[src/rtl/sha2_pkg.sv]
// Shared SHA-2 definitions: sha_type encoding, round counts and the message-schedule state enum.
package sha2_pkg;

    localparam int SHA_TUSER_OFFSET = 32;
    localparam int ROUNDS_256       = 64;
    localparam int ROUNDS_512       = 80;
    localparam int BLOCK_WORDS      = 16;

    typedef enum logic [1:0] {
        SHA_224 = 2'b00,
        SHA_256 = 2'b01,
        SHA_384 = 2'b10,
        SHA_512 = 2'b11
    } sha_type_t;

    typedef enum logic [1:0] {
        ST_IDLE   = 2'b00,
        ST_LOAD   = 2'b01,
        ST_EXPAND = 2'b10
    } state_t;

    function automatic logic is_mode64(input sha_type_t sha_type);
        return sha_type[1];
    endfunction

endpackage

[src/rtl/sched_sigma.sv]
// Combinational SHA-2 small sigma; SIGMA1 selects sigma1 over sigma0, mode64 selects the 64-bit variant.
module sched_sigma #(
    parameter bit SIGMA1 = 1'b0
) (
    input  logic [63:0] x,
    input  logic        mode64,
    output logic [63:0] y
);

    function automatic logic [31:0] rotr32(input logic [31:0] v, input int unsigned n);
        return (v >> n) | (v << (32'd32 - n));
    endfunction

    function automatic logic [63:0] rotr64(input logic [63:0] v, input int unsigned n);
        return (v >> n) | (v << (32'd64 - n));
    endfunction

    logic [31:0] x32_s;
    logic [31:0] s32_s;
    logic [63:0] s64_s;

    // Select the sigma variant and zero the upper half in 32-bit mode
    always_comb begin
        x32_s = x[31:0];
        if (SIGMA1) begin
            s32_s = rotr32(x32_s, 32'd17) ^ rotr32(x32_s, 32'd19) ^ (x32_s >> 10);
            s64_s = rotr64(x, 32'd19) ^ rotr64(x, 32'd61) ^ (x >> 6);
        end else begin
            s32_s = rotr32(x32_s, 32'd7) ^ rotr32(x32_s, 32'd18) ^ (x32_s >> 3);
            s64_s = rotr64(x, 32'd1) ^ rotr64(x, 32'd8) ^ (x >> 7);
        end
        if (mode64) begin
            y = s64_s;
        end else begin
            y = {32'd0, s32_s};
        end
    end

endmodule

[src/rtl/msg_schedule.sv]
// SHA-2 message schedule: passes 16 words per block, then expands to 64/80 W_t beats on AXI-Stream.
// Optional sticky protocol checker enabled by MSG_SCHEDULE_PROTOCOL_CHECK_EN.
module msg_schedule
    import sha2_pkg::*;
#(
    parameter int C_S_AXIS_DATA_WIDTH  = 64,
    parameter int C_M_AXIS_DATA_WIDTH  = 64,
    parameter int C_S_AXIS_TUSER_WIDTH = 128,
    parameter int C_M_AXIS_TUSER_WIDTH = 128,
    parameter int SHA_TUSER_OFFSET     = 32
) (
    input  logic                            axis_aclk,
    input  logic                            reset,
    input  logic [C_S_AXIS_DATA_WIDTH-1:0]  s_axis_tdata,
    input  logic [C_S_AXIS_TUSER_WIDTH-1:0] s_axis_tuser,
    input  logic                            s_axis_tvalid,
    output logic                            s_axis_tready,
    input  logic                            s_axis_tlast,
    output logic [C_M_AXIS_DATA_WIDTH-1:0]  m_axis_tdata,
    output logic [C_M_AXIS_TUSER_WIDTH-1:0] m_axis_tuser,
    output logic                            m_axis_tvalid,
    input  logic                            m_axis_tready,
    output logic                            m_axis_tlast,
    output logic                            err
);

    state_t                          state_r, state_nxt_s;
    logic [6:0]                      t_r, t_nxt_s;
    logic                            mode64_r, mode64_nxt_s;
    logic                            blk_last_r, blk_last_nxt_s;
    logic [63:0]                     tdata_r, tdata_nxt_s;
    logic [C_M_AXIS_TUSER_WIDTH-1:0] tuser_r, tuser_nxt_s;
    logic                            tvalid_r, tvalid_nxt_s;
    logic                            tlast_r, tlast_nxt_s;
    logic [15:0][63:0]               window_r;
    logic                            push_s;
    logic [63:0]                     push_word_s;
    logic                            tready_s;
    logic                            slot_free_s;
    logic                            in_hs_s;
    logic [63:0]                     in_raw_s, in_word_s;
    logic [63:0]                     sig0_s, sig1_s, w_sum_s, w_new_s;
    logic [6:0]                      last_round_s;

    assign slot_free_s  = ~tvalid_r | m_axis_tready;
    assign in_hs_s      = (state_r == ST_LOAD) & s_axis_tvalid & slot_free_s;
    assign last_round_s = mode64_r ? 7'(ROUNDS_512 - 1) : 7'(ROUNDS_256 - 1);
    assign in_raw_s     = 64'(s_axis_tdata);
    assign in_word_s    = mode64_r ? in_raw_s : {32'd0, in_raw_s[31:0]};

    // window_r[0] is W[t-16], window_r[15] is W[t-1]
    sched_sigma #(.SIGMA1(1'b0)) u_sigma0 (.x(window_r[1]),  .mode64(mode64_r), .y(sig0_s));
    sched_sigma #(.SIGMA1(1'b1)) u_sigma1 (.x(window_r[14]), .mode64(mode64_r), .y(sig1_s));

    assign w_sum_s = sig1_s + window_r[9] + sig0_s + window_r[0];
    assign w_new_s = mode64_r ? w_sum_s : {32'd0, w_sum_s[31:0]};

    // Next-state, output slot and window push decisions
    always_comb begin
        state_nxt_s    = state_r;
        t_nxt_s        = t_r;
        mode64_nxt_s   = mode64_r;
        blk_last_nxt_s = blk_last_r;
        tdata_nxt_s    = tdata_r;
        tuser_nxt_s    = tuser_r;
        tvalid_nxt_s   = tvalid_r;
        tlast_nxt_s    = tlast_r;
        push_s         = 1'b0;
        push_word_s    = 64'd0;
        tready_s       = 1'b0;

        // A freed slot empties unless this cycle refills it below
        if (slot_free_s) begin
            tvalid_nxt_s = 1'b0;
            tlast_nxt_s  = 1'b0;
        end else begin
            tvalid_nxt_s = tvalid_r;
        end

        case (state_r)
            ST_IDLE: begin
                if (s_axis_tvalid) begin
                    mode64_nxt_s = is_mode64(sha_type_t'(s_axis_tuser[SHA_TUSER_OFFSET +: 2]));
                    tuser_nxt_s  = C_M_AXIS_TUSER_WIDTH'(s_axis_tuser);
                    t_nxt_s      = 7'd0;
                    state_nxt_s  = ST_LOAD;
                end else begin
                    state_nxt_s = ST_IDLE;
                end
            end
            ST_LOAD: begin
                tready_s = slot_free_s;
                if (in_hs_s) begin
                    push_s       = 1'b1;
                    push_word_s  = in_word_s;
                    tdata_nxt_s  = in_word_s;
                    tvalid_nxt_s = 1'b1;
                    tlast_nxt_s  = 1'b0;
                    if (t_r == 7'(BLOCK_WORDS - 1)) begin
                        blk_last_nxt_s = s_axis_tlast;
                        state_nxt_s    = ST_EXPAND;
                    end else begin
                        state_nxt_s = ST_LOAD;
                    end
                    t_nxt_s = t_r + 7'd1;
                end else begin
                    state_nxt_s = ST_LOAD;
                end
            end
            ST_EXPAND: begin
                if (slot_free_s) begin
                    push_s       = 1'b1;
                    push_word_s  = w_new_s;
                    tdata_nxt_s  = w_new_s;
                    tvalid_nxt_s = 1'b1;
                    if (t_r == last_round_s) begin
                        tlast_nxt_s = blk_last_r;
                        t_nxt_s     = 7'd0;
                        state_nxt_s = blk_last_r ? ST_IDLE : ST_LOAD;
                    end else begin
                        tlast_nxt_s = 1'b0;
                        t_nxt_s     = t_r + 7'd1;
                    end
                end else begin
                    state_nxt_s = ST_EXPAND;
                end
            end
            default: begin
                state_nxt_s = ST_IDLE;
            end
        endcase
    end

    // Control and output slot registers
    always_ff @(posedge axis_aclk) begin
        if (reset) begin
            state_r    <= ST_IDLE;
            t_r        <= 7'd0;
            mode64_r   <= 1'b0;
            blk_last_r <= 1'b0;
            tdata_r    <= 64'd0;
            tuser_r    <= '0;
            tvalid_r   <= 1'b0;
            tlast_r    <= 1'b0;
        end else begin
            state_r    <= state_nxt_s;
            t_r        <= t_nxt_s;
            mode64_r   <= mode64_nxt_s;
            blk_last_r <= blk_last_nxt_s;
            tdata_r    <= tdata_nxt_s;
            tuser_r    <= tuser_nxt_s;
            tvalid_r   <= tvalid_nxt_s;
            tlast_r    <= tlast_nxt_s;
        end
    end

    // Sliding 16-word window, newest word enters at the top
    always_ff @(posedge axis_aclk) begin
        if (reset) begin
            window_r <= '0;
        end else if (push_s) begin
            window_r <= {push_word_s, window_r[15:1]};
        end else begin
            window_r <= window_r;
        end
    end

`ifdef MSG_SCHEDULE_PROTOCOL_CHECK_EN
    logic [1:0] sha_type_r;
    logic       err_r;

    // Sticky flag for stray tlast or a sha_type change inside a message
    always_ff @(posedge axis_aclk) begin
        if (reset) begin
            sha_type_r <= 2'b00;
            err_r      <= 1'b0;
        end else begin
            if ((state_r == ST_IDLE) && s_axis_tvalid) begin
                sha_type_r <= s_axis_tuser[SHA_TUSER_OFFSET +: 2];
            end else begin
                sha_type_r <= sha_type_r;
            end
            if (in_hs_s && ((s_axis_tlast && (t_r != 7'(BLOCK_WORDS - 1))) ||
                            (s_axis_tuser[SHA_TUSER_OFFSET +: 2] != sha_type_r))) begin
                err_r <= 1'b1;
            end else begin
                err_r <= err_r;
            end
        end
    end

    assign err = err_r;
`else
    assign err = 1'b0;
`endif

    assign s_axis_tready = tready_s;
    assign m_axis_tdata  = C_M_AXIS_DATA_WIDTH'(tdata_r);
    assign m_axis_tuser  = tuser_r;
    assign m_axis_tvalid = tvalid_r;
    assign m_axis_tlast  = tlast_r;

endmodule
[config.mk]
export PLATFORM = sky130hd
export DESIGN_NAME = msg_schedule
export DESIGN_NICKNAME = d
export VERILOG_FILES = /design/src/rtl/sha2_pkg.sv /design/src/rtl/sched_sigma.sv /design/src/rtl/msg_schedule.sv
export SDC_FILE = /design/constraint.sdc
export NUM_CORES = 2
export LEC_CHECK = 0
export BUFFER_PORTS_ARGS = -buffer_cell sky130_fd_sc_hd__buf_2
export CAP_MARGIN = 20
export CORE_MARGIN = 2
export CORE_UTILIZATION = 55
export CTS_BUF_LIST = sky130_fd_sc_hd__clkbuf_16
export CTS_CLUSTER_SIZE = 12
export DETAILED_ROUTE_END_ITERATION = 8
export PLACE_DENSITY = 0.73
export SLEW_MARGIN = 20
export SYNTH_ARGS = -nofsm -noshare
export SYNTH_HDL_FRONTEND = slang
export SYNTH_SLANG_ARGS = --single-unit
[constraint.sdc]
create_clock -name axis_aclk -period 5.83 [get_ports axis_aclk]
set_input_delay 0.2915 -clock axis_aclk [delete_from_list [all_inputs] [get_ports axis_aclk]]
set_output_delay 0.2915 -clock axis_aclk [all_outputs]
set_load 0.05 [all_outputs]
==> flow_results.org <==
** Outcome
- The flow ran to the end, and the final reports show no timing, DRC or antenna violations.

** Finish
- Synthesis-to-layout area growth :: 15.0%
- Layout Utilization :: 0.636
- Net count, final :: 7632
- In the final layout, the share of cells above drive strength 1 is 0.0927.

** Setup path
- WP data arrival :: 6.02 ns
- Across all register-to-register paths, the minimum setup slack is 0.46 ns.
- At the worst endpoint, the required time is roughly 6.5 ns.
- STA classifies the critical path endpoint as a flop.
- In this run the critical register-to-register path is launched from m_axis_tuser[33].
- The critical path is of the flop to flop type.
- STA classifies the critical path startpoint as a flop.
- Capturing instance or port of the critical path :: window_r[1018]
- R2r worst-path depth :: 18
- Crit path from :: m_axis_tuser[33]
- Of all nets on the critical path, the largest fanout is 29.
- Endpoint of the worst register-to-register path :: window_r[1018]

** Detailed routing
- Drt via density :: 5.55
- DRC violations left :: 0
- Antenna Violating Nets Remaining :: 0
- Iter 0 DRT Violations :: 4294
- After detailed routing, the total wire length is around 160000 microns.
- In the final routed layout, each cell accounts on average for 19.2 microns.
- Routed via count :: 47839
- Detailed-routing iteration count for the pre-antenna-repair pass :: 5

** CTS
- Post-CTS timing repair inserted 0 buffers for setup.
- Register clock-pin slew on the reported worst setup and hold paths :: 0.06 ns
- No sink is reached through more buffers than the 3 on the longest clock path.
- TritonCTS built the clock tree.
- The H-tree was split into 4 levels.
- Counting the buffers created by CTS gives 131.
- Root Buffer :: sky130_fd_sc_hd__clkbuf_16
- TritonCTS Sinks :: 1228
- Clock insertion delay at the later pin of the skew report :: roughly 0.77 ns

** Floorplanning
- DIE AREA :: 0.101 sq mm
- During I/O placement, the number of pins put on the boundary was 393.
- The initial utilization of the core area, before any placement, comes to 0.554.
- Core ar. :: 0.0983 sq mm
- The floorplan step set the die width to 319 microns.
- The floorplan has 115 rows.
- In this run the vertical extent of the chip is ~320 microns.

** Yosys
- For this run, the register share of the synthesized area comes to 0.452.
- Syn. warnings :: 0
- Cell area after synthesis :: 0.0544 sq mm
- Among all flip-flop cells after synthesis, the most frequent one is sky130_fd_sc_hd__dfxtp_1.
- Synth area leaders :: sky130_fd_sc_hd__dfxtp_1, sky130_fd_sc_hd__nand2_1, sky130_fd_sc_hd__a21oi_1
- The biggest area contributor in the post-synthesis netlist is sky130_fd_sc_hd__dfxtp_1.
- In this run, synthesis produced a sequential element count of about 1200.
- Of the post-synthesis cell area, the dominant cell type holds 0.452.
- Mapped Avg Cell Area :: 7.73 sq um
- Post-synthesis cell type count :: 80
- Number of synthesized flops with an enable pin :: 0
- The number of nets handed over by synthesis was 7427.
- After synthesis, the share of flip-flops with an asynchronous set or reset is 0.
- Synthesis produced a netlist whose cell count is about 7000.

** Global route
- Across every metal layer, demand over resource in global routing totals 0.316.
- Number of global-route vias before repair :: 44904
- The number of antenna violations at the first check in global routing was 4.
- Residual overflow from global routing :: 0
- Global-route wire length before repair :: 254000 microns
- Largest net degree at the start of global routing :: around 270

** Timing
- Setup violations remaining at the end of the flow were counted as 0.
- Setup repair after global routing missed its margin :: no
- On the final layout, the worst clock skew is 0.0456 ns.
- Final setup TNS :: 0 ns
- Measured against its own limit, the worst slew margin works out to 0.126.
- Period utilisation layout :: 0.921
- Final Hold Vio Count :: 0
- The worst path in the final design needs a cycle of approximately 5.4 ns, including I/O delays and setup.
- Timing would allow up to approximately 190 MHz.
- Count of final max-slew check failures :: 0
- Transition time at the pin with the least slew margin :: roughly 1.3 ns

** Power
- Of the total power, the share spent switching nets is 0.245.
- The share of total power dissipated in the clock network is 0.449.
- The analysis attributes to net switching a power of 4.27 mW.
- Leakage dissipation :: approximately 23 nW
- Power spread over the standard cell area amounts to 278 mW/mm^2.
- Sequential fraction of design power :: 0.490
- Of the total power, combinational logic draws 0.061.
- Internal power comes to 13.1 mW.
- Across the VDD grid, the largest voltage drop is between 0.2 and 0.25 mV.

** Min path
- Launch instance of the worst min-delay path :: s_axis_tvalid
- In this run the worst hold path is classified as input pin to flop.

** Place
- Estimated wirelength of the detail-placed design :: between 100000 and 150000 microns
- In this run the tool buffered the top-level ports with 391 buffer cells.
- At the end of routability-driven placement, the weighted congestion stood at about 0.96.

** Flow run
- Across the run, the number of max-cap violations was 0.
==> per-stage QoR <==
step	cells	total power, mW	area (sq um)	setup slack (ns)	hold slack (ns)
6_report	8612	17.4	62500	0.462	0.153
5_1_grt	8612	17.9	62500	0.140	0.191
4_1_cts	8609	17.5	62500	0.534	0.106
3_5_place_dp	8198	9.65	56600	0.524	0.437
3_3_place_gp	8197	9.64	56600	0.573	0.435
2_1_floorplan	7035	9.37	54400	0.813	0.428
==> synth_stat cells, drive strengths merged (38+ instances only) <==
cell and n:
o21ai 115, mux2i 38, nand2 2366, a211oi 40
a221oi 51, dfxtp 1228, nor3 62, ha 69
inv 260, xor2 90, fa 126, buf 47
clkbuf 563, nor2 194, xnor2 295, a21oi 1242
==> power by group through the flow <==
stage	logic [mW]	clock network [mW]	registers, mW
6_report	1.07	7.81	8.53
5_1_grt	1.13	8.26	8.54
4_1_cts	1.05	7.93	8.53
3_5_place_dp	0.939	0	8.71
3_3_place_gp	0.935	0	8.71
2_1_floorplan	0.420	0	8.95
==> cells in the final DEF, fill, tap and decap left out, types with 8 or more instances in the layout <==
master,synthesis,layout
sky130_fd_sc_hd__ha_1,69,68
sky130_fd_sc_hd__nor2_1,193,192
sky130_fd_sc_hd__dfxtp_1,1228,1227
sky130_fd_sc_hd__a21boi_1,8,8
sky130_fd_sc_hd__o21ai_1,25,26
sky130_fd_sc_hd__o211ai_1,15,15
sky130_fd_sc_hd__a221oi_1,50,50
sky130_fd_sc_hd__dlygate4sd3_1,0,196
sky130_fd_sc_hd__a211oi_1,39,39
sky130_fd_sc_hd__clkinv_1,0,19
sky130_fd_sc_hd__o21ai_0,90,89
sky130_fd_sc_hd__and3_1,14,14
sky130_fd_sc_hd__buf_2,18,390
sky130_fd_sc_hd__xnor2_1,295,295
sky130_fd_sc_hd__fa_1,126,126
sky130_fd_sc_hd__inv_1,260,295
sky130_fd_sc_hd__o21bai_1,11,11
sky130_fd_sc_hd__buf_4,2,77
sky130_fd_sc_hd__and2_1,17,16
sky130_fd_sc_hd__nor3_1,61,61
sky130_fd_sc_hd__o22ai_1,8,8
sky130_fd_sc_hd__a21o_1,18,18
sky130_fd_sc_hd__nand3_1,18,18
sky130_fd_sc_hd__buf_12,0,17
sky130_fd_sc_hd__mux2i_1,38,38
sky130_fd_sc_hd__nor2b_1,10,10
sky130_fd_sc_hd__a31oi_1,15,15
sky130_fd_sc_hd__nand4_1,25,25
sky130_fd_sc_hd__a21oi_1,1240,1240
sky130_fd_sc_hd__nand2_1,2366,2365
sky130_fd_sc_hd__nand2b_1,8,8
sky130_fd_sc_hd__xor2_1,90,90
sky130_fd_sc_hd__clkbuf_16,0,133
==> how the worst min path moves through the flow <==
stage	endpoint	slack [ns]	cells past startpoint
2_1_floorplan	m_axis_tuser[33]	0.43	2
3_3_place_gp	m_axis_tdata[53]	0.43	2
3_5_place_dp	m_axis_tdata[46]	0.44	2
4_1_cts	t_r[2]	0.11	5
5_1_grt	t_r[2]	0.19	5
6_report	t_r[2]	0.15	5
==> layer usage <==
metal	up-vias	GRT usage	routed length [microns]	share of wire
met2	1518	0.527	79400	0.48
met1	22836	0.403	68000	0.41
li1	23053	-	-	-
met4	2	0.143	7590	0.046
met3	430	0.0492	9960	0.060
met5	-	0	11	0.000067
==> worst max-delay path, stage by stage, from the launching register on <==
cell                        delay, ns
sky130_fd_sc_hd__dfxtp_4         0.53
sky130_fd_sc_hd__buf_4           0.34
sky130_fd_sc_hd__o21ai_0         0.16
sky130_fd_sc_hd__xnor2_1         0.20
sky130_fd_sc_hd__fa_1            0.48
sky130_fd_sc_hd__fa_1            0.50
sky130_fd_sc_hd__inv_1           0.04
sky130_fd_sc_hd__ha_1            0.44
sky130_fd_sc_hd__nand4_1         0.25
sky130_fd_sc_hd__or3_4           0.47
sky130_fd_sc_hd__a2111oi_4       0.32
sky130_fd_sc_hd__a2111oi_2       0.11
sky130_fd_sc_hd__buf_4           0.18
sky130_fd_sc_hd__nor4_4          0.32
sky130_fd_sc_hd__nor4_4          0.07
sky130_fd_sc_hd__o31ai_2         0.29
sky130_fd_sc_hd__xor2_1          0.15
sky130_fd_sc_hd__a221oi_1        0.29
sky130_fd_sc_hd__nor2_1          0.08
==> sequential cells by signal, summed over array words and instances, names as in the netlist <==
register / count
m_axis_tlast: 1
blk_last_r: 1
m_axis_tvalid: 1
t_r: 7
m_axis_tdata: 64
state_r: 2
m_axis_tuser: 128
window_r: 1024
==> cell families after synthesis <==
family,count (synthesis),share of synthesized area
xor+xnor,385,0.0620
mux,39,0.00720
simple gates,2744,0.198
flops,1228,0.452
compound gates,1573,0.158
other cells,1,0.0000689
buf+inv,870,0.0608
fa+ha+maj,195,0.0622
==> final cells by class <==
class / count / area, sq um
diodes: 3 / 7.51
clock buffers: 133 / 3330
clock inverters: 82 / 644
fillers: 8514 / 35700
inverters: 260 / 976
multi-input cells: 4937 / 26500
flip-flops and latches: 1228 / 24600
well taps: 1287 / 1610
repair buffers: 682 / 4860
==> repair_timing <==
item,in CTS,in global routing
resized for setup,0,0
hold endpoints to repair,260,0
hold buffers,196,0
Power figures use the tool's default switching activity.
